--- src/rtl/trace_pkg.sv ---
// Shared types for the commit trace buffer: entry layout, flag bit
// positions inside the entry flags nibble, and the control FSM states.
package trace_pkg;

    // Widest DATA_W the entry struct can carry. Narrower instances zero-extend
    // into the struct; the constant-zero upper bits trim away in synthesis.
    localparam int MAX_DATA_W = 64;

    localparam int FLAG_REG_WE = 0;
    localparam int FLAG_MEM_RD = 1;
    localparam int FLAG_MEM_WR = 2;
    localparam int FLAG_HALT   = 3;

    typedef enum logic [1:0] {
        ST_RUN    = 2'd0,
        ST_HALTED = 2'd1,
        ST_WDOG   = 2'd2
    } state_t;

    typedef struct packed {
        logic [3:0]            flags;
        logic [3:0]            reg_idx;
        logic [MAX_DATA_W-1:0] reg_data;
        logic [MAX_DATA_W-1:0] mem_addr;
        logic [MAX_DATA_W-1:0] mem_data;
    } entry_t;

endpackage

--- src/rtl/trace_fifo.sv ---
// Circular trace store with a registered occupancy count. The head entry is
// shown whenever the store is non-empty; read data reads zero while empty so
// stale storage never leaks after reset.
module trace_fifo
    import trace_pkg::*;
#(
    parameter int DEPTH     = 16,
    parameter int OVERWRITE = 0,
    localparam int AW       = $clog2(DEPTH)
) (
    input  logic          clk,
    input  logic          rst_n,
    input  logic          push,
    input  entry_t        wdata,
    input  logic          rd_ready,
    output logic          rd_valid,
    output entry_t        rdata,
    output logic [AW:0]   level,
    output logic          overflow
);

    entry_t        mem [DEPTH];
    logic [AW-1:0] wr_ptr;
    logic [AW-1:0] rd_ptr;
    logic [AW:0]   count;
    logic          full;
    logic          pop;
    logic          wr_en;
    logic          drop_oldest;

    assign rd_valid    = (count != '0);
    assign full        = (count == (AW+1)'(DEPTH));
    assign pop         = rd_valid & rd_ready;
    // A pop in the same cycle frees the slot, so a full store still accepts.
    assign wr_en       = push & (!full | pop | (OVERWRITE != 0));
    assign drop_oldest = push & full & !pop & (OVERWRITE != 0);
    assign rdata       = rd_valid ? mem[rd_ptr] : '0;
    assign level       = count;

    // Entry storage; no reset needed since reads are gated by the count.
    always_ff @(posedge clk) begin
        if (wr_en) begin
            mem[wr_ptr] <= wdata;
        end
    end

    // Pointers, occupancy and sticky overflow.
    always_ff @(posedge clk) begin
        if (!rst_n) begin
            wr_ptr   <= '0;
            rd_ptr   <= '0;
            count    <= '0;
            overflow <= 1'b0;
        end else begin
            if (wr_en) begin
                wr_ptr <= wr_ptr + AW'(1);
            end
            if (pop | drop_oldest) begin
                rd_ptr <= rd_ptr + AW'(1);
            end
            if (wr_en & !pop & !drop_oldest) begin
                count <= count + (AW+1)'(1);
            end else if (pop & !wr_en) begin
                count <= count - (AW+1)'(1);
            end
            if (push & full & !pop) begin
                overflow <= 1'b1;
            end
        end
    end

endmodule

--- src/rtl/commit_trace_buffer.sv ---
// Commit trace capture: builds one entry per retiring event, keeps cycle and
// instruction counters, and stops capture on halt or watchdog expiry.
//
//   state     | meaning
//   ----------+-----------------------------------------------------------
//   ST_RUN    | capturing; cycle counter advancing
//   ST_HALTED | halt observed; capture and counters frozen until reset
//   ST_WDOG   | cycle limit reached without halt; frozen until reset
module commit_trace_buffer
    import trace_pkg::*;
#(
    parameter int DATA_W    = 16,
    parameter int DEPTH     = 16,
    parameter int OVERWRITE = 0,
    parameter int CYC_LIMIT = 100000,
    parameter int CNT_W     = 32
) (
    input  logic                     clk,
    input  logic                     rst_n,
    input  logic                     trace_en,
    input  logic                     reg_we,
    input  logic [3:0]               reg_idx,
    input  logic [DATA_W-1:0]        reg_data,
    input  logic                     mem_rd,
    input  logic                     mem_wr,
    input  logic [DATA_W-1:0]        mem_addr,
    input  logic [DATA_W-1:0]        mem_rdata,
    input  logic [DATA_W-1:0]        mem_wdata,
    input  logic                     halt,
    input  logic                     rd_ready,
    output logic                     rd_valid,
    output logic [3:0]               rd_flags,
    output logic [3:0]               rd_reg_idx,
    output logic [DATA_W-1:0]        rd_reg_data,
    output logic [DATA_W-1:0]        rd_mem_addr,
    output logic [DATA_W-1:0]        rd_mem_data,
    output logic [CNT_W-1:0]         cycle_count,
    output logic [CNT_W-1:0]         inst_count,
    output logic [$clog2(DEPTH):0]   level,
    output logic                     overflow,
    output logic                     halted,
    output logic                     wdog_err
);

    state_t            state;
    state_t            state_next;
    logic              running;
    logic              at_limit;
    logic              push;
    entry_t            entry;
    entry_t            rd_entry;
    logic              unused_rd_hi;

    assign at_limit = (cycle_count == CNT_W'(CYC_LIMIT - 1));

    // State register.
    always_ff @(posedge clk) begin
        if (!rst_n) begin
            state <= ST_RUN;
        end else begin
            state <= state_next;
        end
    end

    // Next state and status outputs; halt wins over a coincident limit.
    always_comb begin
        state_next = state;
        running    = 1'b0;
        halted     = 1'b0;
        wdog_err   = 1'b0;
        unique case (state)
            ST_RUN: begin
                running = 1'b1;
                if (halt) begin
                    state_next = ST_HALTED;
                end else if (at_limit) begin
                    state_next = ST_WDOG;
                end
            end
            ST_HALTED: halted   = 1'b1;
            ST_WDOG:   wdog_err = 1'b1;
            default:   state_next = ST_RUN;
        endcase
    end

    // Cycle count stops on the transition edge so it reads the last RUN cycle.
    always_ff @(posedge clk) begin
        if (!rst_n) begin
            cycle_count <= '0;
            inst_count  <= '0;
        end else if (running) begin
            if (state_next == ST_RUN) begin
                cycle_count <= cycle_count + CNT_W'(1);
            end
            if (halt | reg_we | mem_wr) begin
                inst_count <= inst_count + CNT_W'(1);
            end
        end
    end

    assign push = running & trace_en & (reg_we | mem_rd | mem_wr | halt);

    // Assemble the entry for this cycle; store wins over load for mem_data.
    always_comb begin
        entry = '0;
        entry.flags[FLAG_REG_WE] = reg_we;
        entry.flags[FLAG_MEM_RD] = mem_rd;
        entry.flags[FLAG_MEM_WR] = mem_wr;
        entry.flags[FLAG_HALT]   = halt;
        if (reg_we) begin
            entry.reg_idx  = reg_idx;
            entry.reg_data = MAX_DATA_W'(reg_data);
        end
        if (mem_rd | mem_wr) begin
            entry.mem_addr = MAX_DATA_W'(mem_addr);
        end
        if (mem_wr) begin
            entry.mem_data = MAX_DATA_W'(mem_wdata);
        end else if (mem_rd) begin
            entry.mem_data = MAX_DATA_W'(mem_rdata);
        end
    end

    trace_fifo #(
        .DEPTH     (DEPTH),
        .OVERWRITE (OVERWRITE)
    ) u_fifo (
        .clk      (clk),
        .rst_n    (rst_n),
        .push     (push),
        .wdata    (entry),
        .rd_ready (rd_ready),
        .rd_valid (rd_valid),
        .rdata    (rd_entry),
        .level    (level),
        .overflow (overflow)
    );

    assign rd_flags     = rd_entry.flags;
    assign rd_reg_idx   = rd_entry.reg_idx;
    assign rd_reg_data  = rd_entry.reg_data[DATA_W-1:0];
    assign rd_mem_addr  = rd_entry.mem_addr[DATA_W-1:0];
    assign rd_mem_data  = rd_entry.mem_data[DATA_W-1:0];
    // Upper struct bits above DATA_W are always zero.
    assign unused_rd_hi = ^{rd_entry.reg_data, rd_entry.mem_addr, rd_entry.mem_data};

endmodule
--- config.mk ---
export PLATFORM = sky130hd
export DESIGN_NAME = commit_trace_buffer
export DESIGN_NICKNAME = d
export VERILOG_FILES = /design/src/rtl/trace_pkg.sv /design/src/rtl/trace_fifo.sv /design/src/rtl/commit_trace_buffer.sv
export SDC_FILE = /design/constraint.sdc
export NUM_CORES = 1
export LEC_CHECK = 0
export ABC_CLOCK_PERIOD_IN_PS = 9190
export BUFFER_PORTS_ARGS = -buffer_cell sky130_fd_sc_hd__clkbuf_2
export CAP_MARGIN = 15
export CORE_ASPECT_RATIO = 1.75
export CORE_MARGIN = 2
export CORE_UTILIZATION = 61
export CTS_CLUSTER_SIZE = 16
export DETAILED_ROUTE_END_ITERATION = 10
export GPL_ROUTABILITY_DRIVEN = 1
export PLACE_DENSITY_LB_ADDON = 0.08
export RECOVER_POWER = 100
export SYNTH_ARGS = -nofsm -noshare
export SYNTH_HDL_FRONTEND = slang
export SYNTH_SLANG_ARGS = --single-unit
--- constraint.sdc ---
create_clock -name clk -period 9.19 [get_ports clk]
set_input_delay 1.3785 -clock clk [delete_from_list [all_inputs] [get_ports clk]]
set_output_delay 1.3785 -clock clk [all_outputs]
set_load 0.005 [all_outputs]
==> results of run 1 <==
[cells by family after synthesis]
kind of cell,share of synthesized area [%]
flops,74.7
mux,16.2
simple gates,3.92
buf+inv,1.42
compound gates,2.22
xor+xnor,1.08
fa+ha+maj,0.445
[power groups by stage]
| stage | sequential, mW | combinational [mW] | clock (mW) |
|---|---|---|---|
| 2_1_floorplan | 5.07 | 1.56 | 0 |
| 3_3_place_gp | 5.17 | 2.06 | 0 |
| 6_report | 5.07 | 2.04 | 3.52 |
| 5_1_grt | 5.09 | 2.20 | 3.75 |
| 4_1_cts | 5.08 | 2.10 | 3.59 |
| 3_5_place_dp | 5.17 | 2.09 | 0 |
[worst paths after layout]
path,from,endpoint,slack (ns),depth (start not counted)
setup / recovery,flop,rd_flags[0],2.22,5
hold / removal,inst_count[31],inst_count[31],0.47,2
setup reg to reg,state[1],u_fifo.mem[7][23],3.75,5
hold reg to reg,inst_count[31],inst_count[31],0.47,2
[state kept, by name (all words and copies together), names as in the netlist, named ones only]
signal / cells
u_fifo.rd_ptr: 4
inst_count: 32
state: 2
u_fifo.level: 5
u_fifo.wr_ptr: 4
u_fifo.overflow: 1
cycle_count: 32
u_fifo.mem: 896
[worst max-delay path: cells and delay by family, from the launching register on]
kind	cells	cell delay (ns)
multiplexers	2	0.90
buffers and inverters	2	1.25
AO/OA/AOI/OAI	1	0.15
flip-flops	1	2.62
[per-stage QoR]
| stage | util (%) | hold WS [ns] |
|---|---|---|
| 2_1_floorplan | - | 0.459 |
| 3_3_place_gp | 64.8 | 0.452 |
| 3_5_place_dp | 64.8 | 0.459 |
| 4_1_cts | 69.2 | 0.472 |
| 5_1_grt | 68.8 | 0.512 |
| 6_report | 68.8 | 0.472 |
[area by class of cell]
cell class / count / area (µm²) / share of cell area [%]
Sequential cell: 980 / 28600 / 67.0
Multi-Input combinational cell: 814 / 9160 / 21.5
Clock buffer: 107 / 2260 / 5.30
Timing Repair Buffer: 240 / 1150 / 2.68
Tap cell: 799 / 1000 / 2.34
Clock inverter: 45 / 448 / 1.05
Inverter: 24 / 90.1 / 0.211
[per-layer routing]
layer	up-vias	routed length [µm]	track usage (%)
met5	-	9	0
met4	2	1690	7.96
met3	100	4420	3.91
met2	599	43500	45.4
met1	10029	30300	31.2
li1	8299	-	-
[synthesized netlist by cell type (18+ instances only)]
library cell    n
edfxtp_1      896
mux4_2        224
mux2i_1       117
dfxtp_1        84
nor2_1         76
clkbuf_1       58
o22ai_1        56
xnor2_1        36
buf_2          33
nand2_1        32
a21oi_1        25
nand3_1        25
and2_1         24
nor4_1         24
inv_1          23
nor3_1         21
nor2b_1        18
==> summary.md, run 1 <==
| Metric | Value |
|---|---|
| Area share of the largest cell type after synthesis | 70.3% |
| Final period utilization | 75.8% |
| Cts hold-fix bufs | 0 |
| 1st-iter DRT viols | 1398 |
| Die Width | 193 µm |
| Tot Pwr | 10.6 mW |
| Switching fraction of total power | 25.0% |
| Clk root buf | clkbuf_16 |
| Final Skew | 0.0230 ns |
| Slowest-stage cell, CP | dfxtp_1 |
| PwrDens | 249 nW/µm² |
| Leak | 13.2 nW |
| Layout Cells excl Fill | 3009 |
| Site Rows | 121 |
| Clock latency at the later pin of the worst-skew pair | 0.64 ns |
| Register area share after synthesis | 74.7% |
| Commonest non-fill, non-tap cell in the layout | edfxtp_1 |
| Clock share of power | 33.1% |
| Final setup viols | 0 |
| Worst-path fanout max | 68 |
| Internal | 7.98 mW |
| CTS tree | done |
| Initial Utilization | 61.7% |
| Final setup margin | 2.22 ns |
| Number of placed I/O pins | 205 |
| Die height | 335 µm |
| Via count | 19029 |
| Filler Cell Count | 4052 |
| Layout cells sized above 1 | 22.7% |
| Critical path class | reg -> out |
| Largest net degree at the start of global routing | 73 |
| Comb pwr share | 19.1% |
| Slew @ Worst Pin | 3.37 ns |
| Total grt overflow | 0 |
| Max clock buf depth | 3 |
| Max stage delay on crit path | 2.62 ns |
| Clk sinks | 980 |
| Max-slew violations | 698 |
| Global-route usage over all layers | 25.1% |
| Asr flop ratio synth | 0% |
| Antenna violations before repair | 2 |
| Post-synth EDFFs | 896 |
| Remaining DRCs | 0 |
| PostCTS Resize Cnt | 0 |
| Req. time, crit path | 7.81 ns |
| Cell accounting for the most synthesized area | edfxtp_1 |
| Placed cells | 2854 |
| Top cells by area, synth | edfxtp_1 70%, mux4_2 13%, dfxtp_1 4.4% |
| Synth Register Bits | 980 |
| Die area | 64800 µm² |
| Drt first pass iters | 5 |
| Switching pwr | 2.65 mW |
| Cells after synthesis | 1926 |
| CTS buffer count | 83 |
| Total nets after synthesis | 2015 |
| Core Area | 62100 µm² |
| Cell Area, Synth | 38300 µm² |
| Number of diodes | 0 |
| Final antenna-violating net count | 0 |
| RSZ-0062 raised after global routing | false |
| Setup TNS | 0 ns |
| Final hold vios | 0 |
| Setup WS pre-CTS | 4.09 ns |
| Min cycle time layout | 6.97 ns |
| Unique masters post-synth | 46 |
| Post-route cell area | 42700 µm² |
| Placement Cell Area | 40200 µm² |
| CP cell instances | buf_4 > mux4_2 > mux2i_1 > o22ai_1 > clkbuf_2 |
| Sequential group share of total power | 47.7% |
| Worst VDD drop | 0.000183 V |
| Most frequent cells in the layout | 896 x edfxtp_1, 224 x mux4_2, 132 x clkbuf_2, 117 x mux2i_1, 108 x clkbuf_1 |
| Port buffer count | 204 |
| Max-cap violations | 23 |
| Slew headroom | -125% |
| DR vias/cell | 6.32 |
| DP HPWL | 45900 µm |
| Max frequency | 143 MHz |
| Reg clk slew, reported paths | 0.06 ns |
| Top_reg_cell synth | edfxtp_1 |
| Worst Setup Start Kind | flop |
| Drt total wl | 80000 µm |
| H-tree levels | 3 |
| CP arrival | 5.59 ns |
| Mapped Avg Cell Area | 19.9 µm² |
| Post-CTS Setup Inserts | 0 |
| Setup crit end kind | output port |
| Status | finished, violations left |
| Hold WC Path Type | reg -> reg |
| First-pass GRT wire length | 122000 µm |
| GPL Wtd Cong | 0.793 |
| Yosys Warn Count | 0 |
| Synth-to-Final Area Change | 11.6% |
| Vias in the first global route | 20207 |
| Failing checks | capacitance limit, slew limit |
| Average wire per standard cell | 26.6 µm |
| NumNets Final | 2232 |
No activity file was read; power rests on OpenSTA's default activity.
==> run 2: changes to the inputs <==
--- a/config.mk
+++ b/config.mk
@@ -5,7 +5,7 @@
 export SDC_FILE = /design/constraint.sdc
 export NUM_CORES = 1
 export LEC_CHECK = 0
-export ABC_CLOCK_PERIOD_IN_PS = 9190
+export ABC_CLOCK_PERIOD_IN_PS = 6600
 export BUFFER_PORTS_ARGS = -buffer_cell sky130_fd_sc_hd__clkbuf_2
 export CAP_MARGIN = 15
 export CORE_ASPECT_RATIO = 1.75
==> constraint.sdc (replaced) <==
create_clock -name clk -period 6.6 [get_ports clk]
set_input_delay 0.99 -clock clk [delete_from_list [all_inputs] [get_ports clk]]
set_output_delay 0.99 -clock clk [all_outputs]
set_load 0.005 [all_outputs]
==> run 2 against run 1 <==
Effect of this change: the run still ends with capacitance limit, slew limit left; clock power up 43%; final cell count up 0.23%; die area is the same; first-iteration DRC count rose by 12%; via count up 1.5%; critical path depth is 2 higher; critical endpoint is now u_fifo.mem[8][43]; worst setup slack worse by 1.1 ns.
==> summary.md, run 2 (same netlist as run 1, synthesis figures left out) <==
| Metric | Value |
|---|---|
| Max-cap violations | 7 (-70%) |
| Number of placed I/O pins | 205 (unchanged) |
| Worst-path fanout max | 38 (-44%) |
| Reg clk slew, reported paths | 0.06 ns (about the same) |
| NumNets Final | 2239 (+0.31%) |
| WHS Path Cells | 1 (-1) |
| Initial Utilization | 61.7% (unchanged) |
| Die height | 335 µm (unchanged) |
| Setup TNS | 0 ns (unchanged) |
| Leak | 13.3 nW (+0.72%) |
| Reg with most FFs | u_fifo.mem |
| Total grt overflow | 0 (unchanged) |
| Clock latency at the later pin of the worst-skew pair | 0.64 ns (about the same) |
| Tot Pwr | 15.0 mW (+41%) |
| PostCTS Resize Cnt | 0 (unchanged) |
| Synth-to-Final Area Change | 12.4% |
| Layout cells sized above 1 | 23.7% (+1.0 points) |
| Most frequent cells in the layout | 896 x edfxtp_1, 224 x mux4_2, 133 x clkbuf_2, 117 x mux2i_1, 102 x clkbuf_1 |
| Max frequency | 182 MHz |
| Drt total wl | 84100 µm (+5.2%) |
| Status | finished, violations left |
| CTS tree | done |
| Number of diodes | 0 (unchanged) |
| Core Area | 62100 µm² (unchanged) |
| Reg2reg setup slack | 2.21 ns (-1.54 ns) |
| Filler Cell Count | 4013 (-0.96%) |
| Placed cells | 2860 (+0.21%) |
| Post-CTS Setup Inserts | 0 (unchanged) |
| Req. time, crit path | 6.85 ns (-0.96 ns) |
| PwrDens | 349 nW/µm² (+40%) |
| Number of flip-flops under the largest register name | 896 (unchanged) |
| Final setup viols | 0 (unchanged) |
| Commonest non-fill, non-tap cell in the layout | edfxtp_1 |
| Die area | 64800 µm² (unchanged) |
| Global-route usage over all layers | 26.3% (+1.2 points) |
| Antenna violations before repair | 1 (-1) |
| Vias in the first global route | 20406 (+0.98%) |
| Min cycle time layout | 5.49 ns |
| Worst VDD drop | 0.000257 V (+40%) |
| Slew @ Worst Pin | 2.76 ns (-0.601 ns) |
| CP arrival | 5.74 ns (+0.15 ns) |
| Worst Setup Start Kind | input pin |
| DR vias/cell | 6.41 (+1.3%) |
| GPL Wtd Cong | 0.796 (+0.35%) |
| Clk root buf | clkbuf_16 |
| Biggest regs | u_fifo.mem (896), cycle_count (32), inst_count (32) |
| Slew headroom | -84.3% (+40 points) |
| Largest net degree at the start of global routing | 91 (+25%) |
| Reg2Reg Depth | 6 (+1) |
| Average wire per standard cell | 27.9 µm (+4.9%) |
| Site Rows | 121 (unchanged) |
| Hold endpoint | u_fifo.overflow |
| Port buffer count | 204 (unchanged) |
| Layout Cells excl Fill | 3016 (+0.23%) |
| Drt first pass iters | 5 (unchanged) |
| Setup WS pre-CTS | 2.00 ns (-2.09 ns) |
| CTS buffer count | 83 (unchanged) |
| Die Width | 193 µm (unchanged) |
| Critical path class | in -> reg |
| Final antenna-violating net count | 0 (unchanged) |
| Setup crit end kind | flop |
| Max-slew violations | 301 (-57%) |
| Critical hold path startpoint | u_fifo.overflow |
| Clk sinks | 980 (unchanged) |
| Critical path origin | reg_we |
| Via count | 19322 (+1.5%) |
| 1st-iter DRT viols | 1561 (+12%) |
| Final Skew | 0.0134 ns (-0.00957 ns) |
| Failing checks | capacitance limit, slew limit |
| Final hold vios | 0 (unchanged) |
| Final period utilization | 83.2% |
| First-pass GRT wire length | 126000 µm (+3.5%) |
| Worst R2R End | u_fifo.mem[8][43] |
| H-tree levels | 3 (unchanged) |
| Worst r2r src | state[1] |
| Hold WC Path Type | reg -> reg |
| Remaining DRCs | 0 (unchanged) |
| Max clock buf depth | 3 (unchanged) |
| Final setup margin | 1.11 ns (-1.11 ns) |
| RSZ-0062 raised after global routing | false |
| Cts hold-fix bufs | 0 (unchanged) |
| DP HPWL | 48100 µm (+4.8%) |
## run 2: changes by cell type in the layout (fill, tap and decap cells not counted), sizes merged
cell	before	now
clkinv	30	27
bufinv	9	13
clkinvlp	3	5
clkbuf	328	321
buf	19	28
inv	27	29
## run 2: layout make-up
type                       count  area [µm²]  share of cell area [%]
sequential                   980       28600                    66.5
multi-input combinational    814        9240                    21.5
clock buffer                 102        2190                    5.09
timing repair buffer         247        1300                    3.03
tap                          799        1000                    2.32
clock inverter                50         602                    1.40
inverter                      24        90.1                   0.209
## run 2: critical path, cell delays in order
cell	delay (ns)
clkbuf_1	1.30
nor4_1	0.18
a311oi_1	1.12
nand2_1	0.48
nor2_4	0.53
buf_12	0.27
clkbuf_1	0.83
## run 2: report_power, final
group	switching (mW)	internal [mW]	total (mW)
Sequential	0.178	6.89	7.07
Combinational	1.46	1.44	2.90
Clock	2.15	2.88	5.03
## run 2: metal layers
| layer | share of wire [%] | wire [µm] | up-vias | global-route usage (%) |
|---|---|---|---|---|
| li1 | - | - | 8317 | - |
| met1 | 37 | 31400 | 10189 | 32.4 |
| met2 | 54 | 45100 | 677 | 46.9 |
| met3 | 6.0 | 5060 | 139 | 4.77 |
| met4 | 3.1 | 2610 | 0 | 9.10 |
| met5 | 0 | 0 | - | 0 |
## run 2: how the worst max path moves through the flow
stage | endpoint | cells past startpoint
global route | u_fifo.mem[14][23] | 6
detailed placement | u_fifo.mem[7][37] | 6
finish | u_fifo.mem[8][43] | 7
floorplan | u_fifo.mem[3][0] | 4
CTS | rd_mem_addr[2] | 5
global placement | u_fifo.mem[15][97] | 6
## run 2: stage by stage
step / util, % / area (µm²) / hold WS [ns]
global route: 69.3 / 43000 / 0.507
detailed placement: 65.1 / 40400 / 0.476
CTS: 69.6 / 43200 / 0.486
finish: 69.3 / 43000 / 0.481
global placement: 65.0 / 40400 / 0.457
floorplan: - / 38300 / 0.459
==> run 3: changes to the inputs <==
--- a/config.mk
+++ b/config.mk
@@ -5,12 +5,13 @@
 export SDC_FILE = /design/constraint.sdc
 export NUM_CORES = 1
 export LEC_CHECK = 0
-export ABC_CLOCK_PERIOD_IN_PS = 6600
+export ABC_AREA = 1
+export ABC_CLOCK_PERIOD_IN_PS = 4600
 export BUFFER_PORTS_ARGS = -buffer_cell sky130_fd_sc_hd__clkbuf_2
 export CAP_MARGIN = 15
 export CORE_ASPECT_RATIO = 1.75
 export CORE_MARGIN = 2
-export CORE_UTILIZATION = 61
+export CORE_UTILIZATION = 55
 export CTS_CLUSTER_SIZE = 16
 export DETAILED_ROUTE_END_ITERATION = 10
 export GPL_ROUTABILITY_DRIVEN = 1
==> constraint.sdc (replaced) <==
create_clock -name clk -period 4.6 [get_ports clk]
set_input_delay 0.69 -clock clk [delete_from_list [all_inputs] [get_ports clk]]
set_output_delay 0.69 -clock clk [all_outputs]
set_load 0.005 [all_outputs]
==> run 3 against run 2 <==
Effect of this change: the flow still finishes with violations (capacitance limit, slew limit); cell area up 5.6%; final cell count up 58%; first-iteration DRC count rose by 66%; die area up 18%; critical path depth rose by 2; global-route usage grew 1.5 points; non-clock buffer count grew 16; critical path type unchanged; largest cell class unchanged.
==> summary.md, run 3 <==
| Metric | Value |
|---|---|
| H-tree levels | 3 (unchanged) |
| Number of placed I/O pins | 205 (unchanged) |
| Worst Path Buf+Inv | 3 (unchanged) |
| DP HPWL | 59200 µm (+23%) |
| Max stage delay on crit path | 1.57 ns (+0.27 ns) |
| Largest net degree at the start of global routing | 233 (+160%) |
| Clock latency at the later pin of the worst-skew pair | 0.67 ns (+0.03 ns) |
| Die height | 364 µm (+8.7%) |
| Final period utilization | 91.3% |
| Top_reg_cell synth | edfxtp_1 |
| Synth-to-Final Area Change | 11.2% |
| Number of flip-flops under the largest register name | 896 (unchanged) |
| Max clock buf depth | 3 (unchanged) |
| CTS buffer count | 87 (+4.8%) |
| Status | finished, violations left |
| Slowest-stage cell, CP | buf_2 |
| NumNets Final | 3850 (+72%) |
| Setup crit end kind | flop |
| Mapped Avg Cell Area | 11.3 µm² (-43%) |
| Reg2reg setup slack | 0.87 ns (-1.34 ns) |
| Placed cells | 4608 (+61%) |
| Final core occ | 61.5% (-7.8 points) |
| Met2 global-route usage | 49.6% (+2.6 points) |
| Layout Cells excl Fill | 4771 (+58%) |
| Final setup margin | 0.402 ns (-0.709 ns) |
| Total grt overflow | 0 (unchanged) |
| Slew @ Worst Pin | 2.13 ns (-0.633 ns) |
| Remaining DRCs | 0 (unchanged) |
| Layout cells sized above 1 | 8.95% (-15 points) |
| Via count | 27976 (+45%) |
| Req. time, crit path | 4.83 ns (-2.02 ns) |
| Max-slew violations | 518 (+72%) |
| Core Area | 73800 µm² (+19%) |
| DR vias/cell | 5.86 (-8.5%) |
| Synth Register Bits | 980 (unchanged) |
| Final setup viols | 0 (unchanged) |
| Area share of the largest cell type after synthesis | 65.9% (-4.4 points) |
| RSZ-0062 raised after global routing | false |
| Slew headroom | -42.1% (+42 points) |
| Asr flop ratio synth | 0% (unchanged) |
| Family with the most delay on the worst path | buffers and inverters |
| Die Width | 210 µm (+8.6%) |
| Max-cap violations | 13 (+6) |
| PwrDens | 492 nW/µm² (+41%) |
| Most frequent cells in the layout | 896 x edfxtp_1, 829 x nor2_1, 343 x nand2_1, 330 x o21ai_0, 197 x o211ai_1 |
| Min cycle time layout | 4.20 ns |
| Port buffer count | 204 (unchanged) |
| Clk sinks | 980 (unchanged) |
| Biggest regs | u_fifo.mem (896), cycle_count (32), inst_count (32) |
| Clk root buf | clkbuf_16 |
| Unique masters post-synth | 36 (-22%) |
| Final hold vios | 0 (unchanged) |
| Site Rows | 132 (+9.1%) |
| PostCTS Resize Cnt | 0 (unchanged) |
| Max frequency | 238 MHz |
| Setup TNS | 0 ns (unchanged) |
| Drt first pass iters | 6 (+1) |
| Reg clk slew, reported paths | 0.06 ns (about the same) |
| Count leader, synth | edfxtp_1 |
| CTS tree | done |
| Met3 GRT Util | 4.05% (-0.72 points) |
| Top Usage Layer GRT | met2 |
| 1st-iter DRT viols | 2589 (+66%) |
| Worst VDD drop | 0.000492 V (+91%) |
| Cell Area, Synth | 40800 µm² (+6.6%) |
| CP arrival | 4.43 ns (-1.31 ns) |
| Commonest non-fill, non-tap cell in the layout | edfxtp_1 |
| Final Skew | 0.0271 ns (+0.0137 ns) |
| Post-synth EDFFs | 896 (unchanged) |
| Leak | 15.4 nW (+16%) |
| Worst-path fanout max | 56 (+47%) |
| Setup WS pre-CTS | 1.14 ns (-0.860 ns) |
| Yosys Warn Count | 0 (unchanged) |
| CP cell instances | clkbuf_1 > nor2_1 > clkbuf_1 > nand2_1 > nand3_1 > nor2_1 > nand2_1 > nor2_4 > buf_2 |
| Worst Setup Start Kind | input pin |
| Critical path class | in -> reg |
| Post-synth top cells | 896 x edfxtp_1, 839 x nor2_1, 341 x nand2_1 |
| Number of diodes | 0 (unchanged) |
| Reg with most FFs | u_fifo.mem |
| Total nets after synthesis | 3711 (+84%) |
| Register area share after synthesis | 70.0% (-4.7 points) |
| Cts hold-fix bufs | 0 (unchanged) |
| Average wire per standard cell | 22.1 µm (-21%) |
| Post-CTS Setup Inserts | 0 (unchanged) |
| Die area | 76500 µm² (+18%) |
| Final antenna-violating net count | 0 (unchanged) |
| Top cells by area, synth | edfxtp_1 66%, nor2_1 7.7%, dfxtp_1 4.1% |
| First-pass GRT wire length | 161000 µm (+28%) |
| GPL Wtd Cong | 0.908 (+14%) |
| M1 GR Usage | 34.3% (+1.8 points) |
| Hold WC Path Type | in -> reg |
| Fin Hold WS | 0.424 ns (-0.0572 ns) |
| Drt total wl | 106000 µm (+26%) |
| Vias in the first global route | 27597 (+35%) |
| Failing checks | capacitance limit, slew limit |
| Antenna violations before repair | 0 (-1) |
| Global-route usage over all layers | 27.7% (+1.5 points) |
| Cells after synthesis | 3622 (+88%) |
| Cell accounting for the most synthesized area | edfxtp_1 |
| Initial Utilization | 55.3% (-6.4 points) |
[run 3: power by group]
group          total (mW)  internal [mW]  switching (mW)
Clock                7.60           4.39            3.21
Combinational        4.71           1.46            3.26
Sequential           10.0           9.89           0.129
[run 3: path summary, 6_finish.rpt]
kind                 startpoint                  to  cells past startpoint
setup / recovery         mem_wr   u_fifo.mem[5][27]                      9
hold / removal      mem_addr[9]  u_fifo.mem[11][25]                      3
setup reg to reg       state[0]   u_fifo.mem[5][27]                      8
hold reg to reg   inst_count[8]       inst_count[8]                      2
[run 3: logic make-up (layout without fill, tap and decap cells)]
logic type,Yosys count,count (layout),share of synthesized area [%]
buffers and inverters,393,604,4.05
AOI/OAI and AO/OA,814,814,11.3
xor gates and xnor gates,16,16,0.343
DFF,980,980,70.0
adders and majority gates,13,13,0.417
and+or+nand+nor,1406,1406,13.8
[run 3: tightest hold or removal path, stage by stage]
cell and delay (ns):
clkbuf_2 0.08, inv_1 0.04, nor2_1 0.08
[run 3: layer usage]
layer | up-vias | share of wire [%]
met5 | - | 0
met4 | 0 | 3.1
met3 | 204 | 6.1
met2 | 981 | 52
met1 | 13747 | 39
li1 | 13044 | -
[run 3: cell type report]
cell class	count	area, µm²
Timing Repair Buffer	263	1380
Clock buffer	112	2410
Clock inverter	49	564
Multi-Input combinational cell	2249	10600
Tap cell	938	1170
Sequential cell	980	28600
Fill cell	5882	28400
Inverter	180	683
[run 3: through the flow]
stage               instance area, µm²  total power, mW
CTS                              45800             22.6
finish                           45400             22.3
detailed placement               42800             15.0
floorplan                        40800             13.3
global route                     45400             23.4
global placement                 42800             14.9
